[src/rtl/digit_match_pkg.sv]
// Shared constants, FSM state type and no-match code for the digit match sequencer.
package digit_match_pkg;

    localparam int unsigned N_DIGITS = 10;
    localparam int unsigned SIDE     = 11;
    localparam int unsigned N_PIX    = SIDE * SIDE;
    localparam int unsigned PIX_W    = 8;
    localparam int unsigned SUM_W    = 15;
    localparam int unsigned ADDR_W   = 7;
    localparam int unsigned DIG_W    = 4;

    localparam logic [DIG_W-1:0] NO_MATCH = 4'hF;

    typedef enum logic [2:0] {
        IDLE  = 3'd0,
        RUN   = 3'd1,
        DRAIN = 3'd2,
        CMP   = 3'd3,
        DONE  = 3'd4
    } state_e;

endpackage

[src/rtl/digit_match_sequencer_pixel_abs_diff.sv]
// Combinational unsigned absolute difference of two pixels; the single shared difference unit.
module pixel_abs_diff
    import digit_match_pkg::*;
(
    input  logic [PIX_W-1:0] a_i,
    input  logic [PIX_W-1:0] b_i,
    output logic [PIX_W-1:0] diff_c_o
);

    assign diff_c_o = (a_i >= b_i) ? (a_i - b_i) : (b_i - a_i);

endmodule

[src/rtl/digit_match_sequencer.sv]
// Scans a stored 11x11 image against 10 templates and reports the digit with the smallest SAD.
// Optional DIGIT_MATCH_REJECT_EN adds reject_thresh_i and reports NO_MATCH above it.
module digit_match_sequencer
    import digit_match_pkg::*;
(
    input  logic              clock_i,
    input  logic              reset_i,
    input  logic              start_i,
    input  logic              abort_i,
    output logic [ADDR_W-1:0] img_addr_o,
    input  logic [PIX_W-1:0]  img_data_i,
    output logic [DIG_W-1:0]  tmpl_digit_o,
    output logic [ADDR_W-1:0] tmpl_addr_o,
    input  logic [PIX_W-1:0]  tmpl_data_i,
`ifdef DIGIT_MATCH_REJECT_EN
    input  logic [SUM_W-1:0]  reject_thresh_i,
`endif
    output logic              busy_o,
    output logic              done_o,
    output logic [DIG_W-1:0]  digit_o,
    output logic [SUM_W-1:0]  best_score_o
);

    state_e             state_q, state_d;
    logic [ADDR_W-1:0]  addr_q, addr_d;
    logic [DIG_W-1:0]   tdig_q, tdig_d;
    logic               valid_q, valid_d;
    logic [SUM_W-1:0]   acc_q, acc_d;
    logic [SUM_W-1:0]   best_q, best_d;
    logic [DIG_W-1:0]   best_dig_q, best_dig_d;
    logic               busy_q, busy_d;
    logic               done_q, done_d;
    logic [DIG_W-1:0]   digit_q, digit_d;
    logic [SUM_W-1:0]   score_q, score_d;
    logic [PIX_W-1:0]   diff_c;
    logic               reject_c;

    pixel_abs_diff u_abs_diff (
        .a_i      (img_data_i),
        .b_i      (tmpl_data_i),
        .diff_c_o (diff_c)
    );

`ifdef DIGIT_MATCH_REJECT_EN
    assign reject_c = (best_q > reject_thresh_i);
`else
    assign reject_c = 1'b0;
`endif

    always_ff @(posedge clock_i or posedge reset_i) begin
        if (reset_i) begin
            state_q    <= IDLE;
            addr_q     <= '0;
            tdig_q     <= '0;
            valid_q    <= 1'b0;
            acc_q      <= '0;
            best_q     <= '1;
            best_dig_q <= '0;
            busy_q     <= 1'b0;
            done_q     <= 1'b0;
            digit_q    <= '0;
            score_q    <= '1;
        end else begin
            state_q    <= state_d;
            addr_q     <= addr_d;
            tdig_q     <= tdig_d;
            valid_q    <= valid_d;
            acc_q      <= acc_d;
            best_q     <= best_d;
            best_dig_q <= best_dig_d;
            busy_q     <= busy_d;
            done_q     <= done_d;
            digit_q    <= digit_d;
            score_q    <= score_d;
        end
    end

    always_comb begin
        state_d    = state_q;
        addr_d     = addr_q;
        tdig_d     = tdig_q;
        valid_d    = (state_q == RUN) && !abort_i;
        acc_d      = acc_q;
        best_d     = best_q;
        best_dig_d = best_dig_q;
        busy_d     = busy_q;
        done_d     = 1'b0;
        digit_d    = digit_q;
        score_d    = score_q;

        // Data returned for the previous cycle's address is qualified by valid_q.
        if (valid_q) begin
            acc_d = acc_q + SUM_W'(diff_c);
        end

        unique case (state_q)
            IDLE: begin
                if (start_i && !abort_i) begin
                    acc_d   = '0;
                    best_d  = '1;
                    tdig_d  = '0;
                    addr_d  = '0;
                    busy_d  = 1'b1;
                    state_d = RUN;
                end
            end
            RUN: begin
                if (addr_q == ADDR_W'(N_PIX - 1)) begin
                    state_d = DRAIN;
                end else begin
                    addr_d = addr_q + ADDR_W'(1);
                end
            end
            DRAIN: begin
                state_d = CMP;
            end
            CMP: begin
                // Strict compare so ties keep the earlier (lower) digit.
                if (acc_q < best_q) begin
                    best_d     = acc_q;
                    best_dig_d = tdig_q;
                end
                acc_d = '0;
                if (tdig_q == DIG_W'(N_DIGITS - 1)) begin
                    state_d = DONE;
                end else begin
                    tdig_d  = tdig_q + DIG_W'(1);
                    addr_d  = '0;
                    state_d = RUN;
                end
            end
            DONE: begin
                digit_d = reject_c ? NO_MATCH : best_dig_q;
                score_d = best_q;
                done_d  = 1'b1;
                busy_d  = 1'b0;
                state_d = IDLE;
            end
            default: begin
                state_d = IDLE;
            end
        endcase

        if (abort_i && (state_q != IDLE)) begin
            state_d = IDLE;
            busy_d  = 1'b0;
            done_d  = 1'b0;
            digit_d = digit_q;
            score_d = score_q;
        end
    end

    assign img_addr_o   = addr_q;
    assign tmpl_addr_o  = addr_q;
    assign tmpl_digit_o = tdig_q;
    assign busy_o       = busy_q;
    assign done_o       = done_q;
    assign digit_o      = digit_q;
    assign best_score_o = score_q;

endmodule
[config.mk]
export PLATFORM = sky130hd
export DESIGN_NAME = digit_match_sequencer
export DESIGN_NICKNAME = d
export VERILOG_FILES = /design/src/rtl/digit_match_pkg.sv /design/src/rtl/digit_match_sequencer_pixel_abs_diff.sv /design/src/rtl/digit_match_sequencer.sv
export SDC_FILE = /design/constraint.sdc
export NUM_CORES = 1
export LEC_CHECK = 0
export ABC_AREA = 1
export BUFFER_PORTS_ARGS = -buffer_cell sky130_fd_sc_hd__buf_2
export CAP_MARGIN = 20
export CORE_UTILIZATION = 45
export DETAILED_ROUTE_END_ITERATION = 12
export PLACE_DENSITY = 0.65
export SKIP_CTS_REPAIR_TIMING = 1
export SYNTH_ARGS = -nofsm -noshare
export SYNTH_HDL_FRONTEND = slang
export SYNTH_SLANG_ARGS = --single-unit
[constraint.sdc]
create_clock -name clock_i -period 2.8 [get_ports clock_i]
set_clock_uncertainty 0.15 [all_clocks]
set_input_delay 0.56 -clock clock_i [delete_from_list [all_inputs] [get_ports clock_i]]
set_output_delay 0.56 -clock clock_i [all_outputs]
set_load 0.005 [all_outputs]
Word-level counts from Yosys, hierarchy flattened
Index checks and enable logic that the tools add are counted.
Widths: inputs -> output; s select.
{"block": "op_classes", "eq_ne": 12, "n_mux": 24, "n_lt_le_gt_ge": 2, "reduce_logical": 16, "add_sub_neg": 5, "bitwise": 1}
{"cell": "$mux 15", "count": 4}
{"cell": "$pmux 15 s2", "count": 2}
{"cell": "$mux 7", "count": 3}
{"cell": "$pmux 7 s3", "count": 1}
{"cell": "$sub 8x8->8", "count": 2}
{"cell": "$add 15x8->15", "count": 1}
{"cell": "$lt 15x15->1", "count": 1}
{"cell": "$mux 3", "count": 4}
{"cell": "$pmux 3 s4", "count": 1}
{"cell": "$reduce_bool 3->1", "count": 3}
{"cell": "$ge 8x8->1", "count": 1}
{"cell": "$mux 4", "count": 2}
{"cell": "$mux 8", "count": 1}
{"cell": "$ne 2x2->1 const B", "count": 4}
{"cell": "$pmux 4 s2", "count": 1}
{"cell": "$reduce_and 2->1", "count": 4}
{"cell": "$add 7x1->7 const B", "count": 1}
{"cell": "$eq 7x7->1 const B", "count": 1}
{"cell": "$eq 3x2->1 const B", "count": 2}
{"cell": "$reduce_and 3->1", "count": 2}
{"cell": "$add 4x1->4 const B", "count": 1}
{"cell": "$eq 4x4->1 const B", "count": 1}
{"cell": "$mux 1", "count": 4}
{"cell": "$reduce_and 4->1", "count": 1}
{"cell": "10 further kinds", "count": 12}
{"block": "totals", "regBits": 70, "output_inout_bits": 39, "inputBits": 20}

Depth between registers and ports, before layout
{"block": "depth", "depth_word": 6, "mapped_depth": 22, "mapped_depth_nobuf": 21}

Modules after synthesis
Synthesis repeated with hierarchy kept, for this count alone.
{"block": "hier_totals", "cells_unflattened": 690, "hier_area_um2": 5036.1}
{"module": "digit_match_sequencer", "cells_each": 526, "n_inst": 1, "area_per_inst_um2": 4076.4}
{"module": "pixel_abs_diff", "cells_each": 164, "n_inst": 1, "area_per_inst_um2": 959.7}

Worst setup path before layout
OpenSTA, ideal clock, no wires.
{"block": "synth_path", "path_type": "input port to flip-flop", "from": "input port img_data_i[0]", "to": "register acc_q[10]", "required_ns": 2.579, "arrival_time_ns": 3.212, "path_stages": 20, "path_slack_ns": -0.633, "cell_sequence": "inv_1 -> ha_1 -> inv_1 -> fa_1 -> nand2_1 -> o21ai_1 -> o21ai_0 -> nand2_1 -> o21ai_1 -> inv_1 -> fa_1 -> inv_1 -> nand2_1 -> o21ai_0 -> nand2_1 -> nand3_1 -> nand3_1 -> nand2_1 -> inv_1 -> nor2_1"}
{"block": "synth_via", "elab_chain_cells": 6, "elab_cells_between_ends": 8, "classes_between": "add/sub: 3; order compare: 1; mux: 4"}
{"element": "start, declared", "line_no": "digit_match_sequencer.sv:11", "rtl": "input logic [PIX_W-1:0] img_data_i,"}
{"element": "$sub 8x8->8 or $ge 8x8->1 (tied branches)", "line_no": "digit_match_sequencer_pixel_abs_diff.sv:10", "rtl": "assign diff_c_o = (a_i >= b_i) ? (a_i - b_i) : (b_i - a_i);"}
{"element": "$mux 8 *", "line_no": "digit_match_sequencer_pixel_abs_diff.sv:10"}
{"element": "$add 15x8->15 *", "line_no": "digit_match_sequencer.sv:93", "rtl": "acc_d = acc_q + SUM_W'(diff_c);"}
{"element": "$mux 15 *", "line_no": "digit_match_sequencer.sv:92", "rtl": "if (valid_q) begin"}
{"element": "$mux 15", "line_no": "digit_match_sequencer.sv:98", "rtl": "if (start_i && !abort_i) begin"}
{"element": "$pmux 15 s2 *", "line_no": "digit_match_sequencer.sv:96", "rtl": "unique case (state_q)"}
{"element": "via acc_d[10]", "line_no": "digit_match_sequencer.sv:28", "rtl": "logic [SUM_W-1:0] acc_q, acc_d;"}
{"element": "end signal, assigned", "line_no": "digit_match_sequencer.sv:56", "rtl": "acc_q <= '0;"}
{"element": "end signal, assigned", "line_no": "digit_match_sequencer.sv:68", "rtl": "acc_q <= acc_d;"}
{"element": "end, declared", "line_no": "digit_match_sequencer.sv:28"}
The timed path passes the listed nets; every way through them passes the cells marked *.
A chain may end at the register's enable or synchronous reset.

Worst setup path after layout
Same ends and word-level chain as after synthesis.

==> qor.yml <==
yosys:
  ys_warn_count: 0
  syn_avg_cell_area_um2: 7.26
  yosysSeqAreaShare_pct: 36.9
  syn_area_um2: 4850
  yosysTopAreaCellShare_pct: 20.6
  synth_top_area_cell: "dfrtp_1"
  syn_nets: 733
  synth.distinct_cells: 32
  ys_ff_latch: 70
  ys_top_cells_by_area: "dfrtp_1 21%, dfstp_2 16%, nand2_1 15%"
  syn_inst: 668
final_layout:
  final_area_um2: 6130
  final_common_cell: "nand2_1"
  fin_nets: 828
  most-common-layout-cells: "181 x nand2_1, 100 x inv_1, 57 x buf_2, 46 x buf_4, 42 x nand3_1"
  area.growth.synth_to_final_pct: 26.4
  fin_cells: 904
  drive_gt1_share_pct: 30.9
  antennaDiodeCount: 0
critical_path:
  cp-start-kind: "input pin"
  critPathMaxFanout: 8
  slowest_delay_ns: 0.35
  crit_slowest_cell: "fa_2"
  critPathArrivalTime_ns: 2.97
  reg2reg_from: "best_q[14]"
  crit_required_ns: 2.90
  crit_chain: "buf_12, inv_12, ha_4, inv_2, fa_2, nand2_2, o21ai_2, o21ai_1, nand2_2, o21ai_2, inv_2, fa_2, inv_2, nand2_4, o21ai_4, nand2_2, nand3_4, nand4_1, nand2_1, nor2_2"
  cp_top_family: "adder cells"
  path_buf_inv: 5
  startpoint: "img_data_i[0]"
  critPathCaptureType: "flop"
  critPathKind: "input pin to flop"
placed_design:
  gp_congestion: 0.892
  place_area_um2: 5640
  portBuffers: 58
  dp_hpwl_um: 8290
  dp_cells: 886
run:
  maxCapViolations: 0
pwr:
  p_leak_nw: 3.30
  p_per_area_nw_per_um2: 799
  finalPower_w: 0.00490
  irDropWorstVdd_v: 0.000332
clocking:
  insertion_delay_ns: 0.35
  clockRootBuffer: "clkbuf_8"
  clockBufferDepth: 2
  cts_buffers: 9
  htree_levels: 3
  cts_tree: "done"
  clkTransAtPathRegs_ns: 0.08
  cts.sinks: 70
route:
  via_per_inst: 4.86
  antenna_left: 0
  wirelength_um: 11000
  first_pass_iters: 5
  drt-initial-drc-count: 206
  drcViolationCount: 0
  wire_per_inst_um: 12.2
  num_vias: 4396
timing:
  worstMarginPinSlew_ns: 0.716
  setup-tns-final_ns: -0.191
  relSlewSlack_pct: 52.2
  min_period_ns: 2.88
  fmax_mhz: 347
  fin_crit_sh_pct: 103
  rsz0062_at_grt: "true"
  setup_violations: 7
  hold_viol_final: 0
  finalMaxSlewViolations: 0
  fin_ws_ns: -0.0780
  hold_slack_ns: 0.0852
die:
  die_h_um: 106
  dieArea_um2: 11200
  rows: 37
  start_util_pct: 46.8
  die_w_um: 106
  core_um2: 10400
  ioPinCount: 59
global_route:
  grt_pass1_wl_um: 19100
  grt_use_total_pct: 21.0
  grt_overflow: 0
  grt_antenna_before_repair: 0
  grt_start_max_net_pins: 38
  grt_pass1_vias: 4203
run_status:
  violations: "setup timing"
  status: "finished, violations left"
min_path:
  min_path_type: "input pin to asynchronous set/reset pin"
-- where the power goes --
part	internal, W	total (W)	switching (W)
Combinational	0.000992	0.00245	0.00146
Sequential	0.00135	0.00158	0.000235
Clock	0.000441	0.000864	0.000423
-- logic make-up after synthesis --
kind of cell | count (synthesis) | share of synthesized area (%)
adder cells (fa/ha/maj) | 45 | 12.1
AO/OA/AOI/OAI | 88 | 9.85
XOR/XNOR | 16 | 2.89
buffers and inverters | 138 | 11.5
AND/OR/NAND/NOR | 311 | 26.8
flip-flops | 70 | 36.9
-- registers in the layout (all words and copies together) (netlist names) --
name          cells
done_o            1
best_score_o     15
best_dig_q        4
best_q           15
img_addr_o        7
state_q           3
acc_q            15
valid_q           1
busy_o            1
tmpl_digit_o      4
digit_o           4
-- synthesized netlist by cell type --
library cell and instances:
a211oi_1 2, a21boi_0 1, a21o_1 1, a21oi_1 28, a21oi_2 1, a21oi_4 1
buf_2 5, buf_4 9, clkbuf_1 7, dfrtp_1 40, dfstp_2 30, fa_1 3
ha_1 42, inv_1 112, inv_2 5, nand2_1 194, nand2_2 2, nand3_1 48
nand4_1 7, nor2_1 40, nor2_2 1, nor2_4 1, nor3_1 9, nor3_2 2
o211ai_1 1, o21a_1 3, o21ai_0 39, o21ai_1 10, o21bai_1 1, or2_2 7
xnor2_1 1, xor2_1 15
-- worst paths after layout --
| path | to | slack (ns) | depth (start not counted) |
|---|---|---|---|
| max | acc_q[10] | -0.08 | 20 |
| min | digit_o[0] | 0.09 | 2 |
| min in group clock_i | valid_q | 0.30 | 2 |
| max in group asynchronous | best_q[6] | 1.75 | 3 |
| min reg2reg | best_score_o[0] | 0.31 | 2 |
| max reg2reg | best_q[14] | 0.65 | 13 |
-- final cells by class --
| class | instances | area (um2) |
|---|---|---|
| clock inverter | 6 | 68.8 |
| clock buffer | 10 | 138 |
| timing repair buffer | 105 | 671 |
| multi-input combinational | 460 | 2840 |
| inverter | 117 | 452 |
| tap | 136 | 170 |
| sequential | 70 | 1790 |
| fill | 983 | 4240 |
-- stage by stage --
step           setup WS [ns]  util [%]
2_1_floorplan         -0.256         -
3_3_place_gp          -0.542      54.4
3_5_place_dp          -0.675      54.4
4_1_cts               -0.295      56.4
5_1_grt               -0.237      59.1
6_report             -0.0780      59.1
-- worst register-to-register path, cell delays in order (launching register included) --
cell and delay [ns]:
dfstp_2 0.53, inv_1 0.05, ha_1 0.30, nand2_1 0.08
nor2_1 0.17, nand2_1 0.07, nor2_1 0.09, nand2_1 0.06
nand2_1 0.10, nand2_1 0.09, nand2_1 0.06, buf_4 0.20
nand2_1 0.09, nand2_1 0.06
-- routing by layer --
layer  track usage (%)  vias up  routed length (um)
met1              27.3     2010                5160
li1                  -     2278                   -
met3              3.09       19                 314
met2              35.8       89                5320
met5                 0        -                   0
met4              7.04        0                 217
No activity file was read; power rests on OpenSTA's default activity.
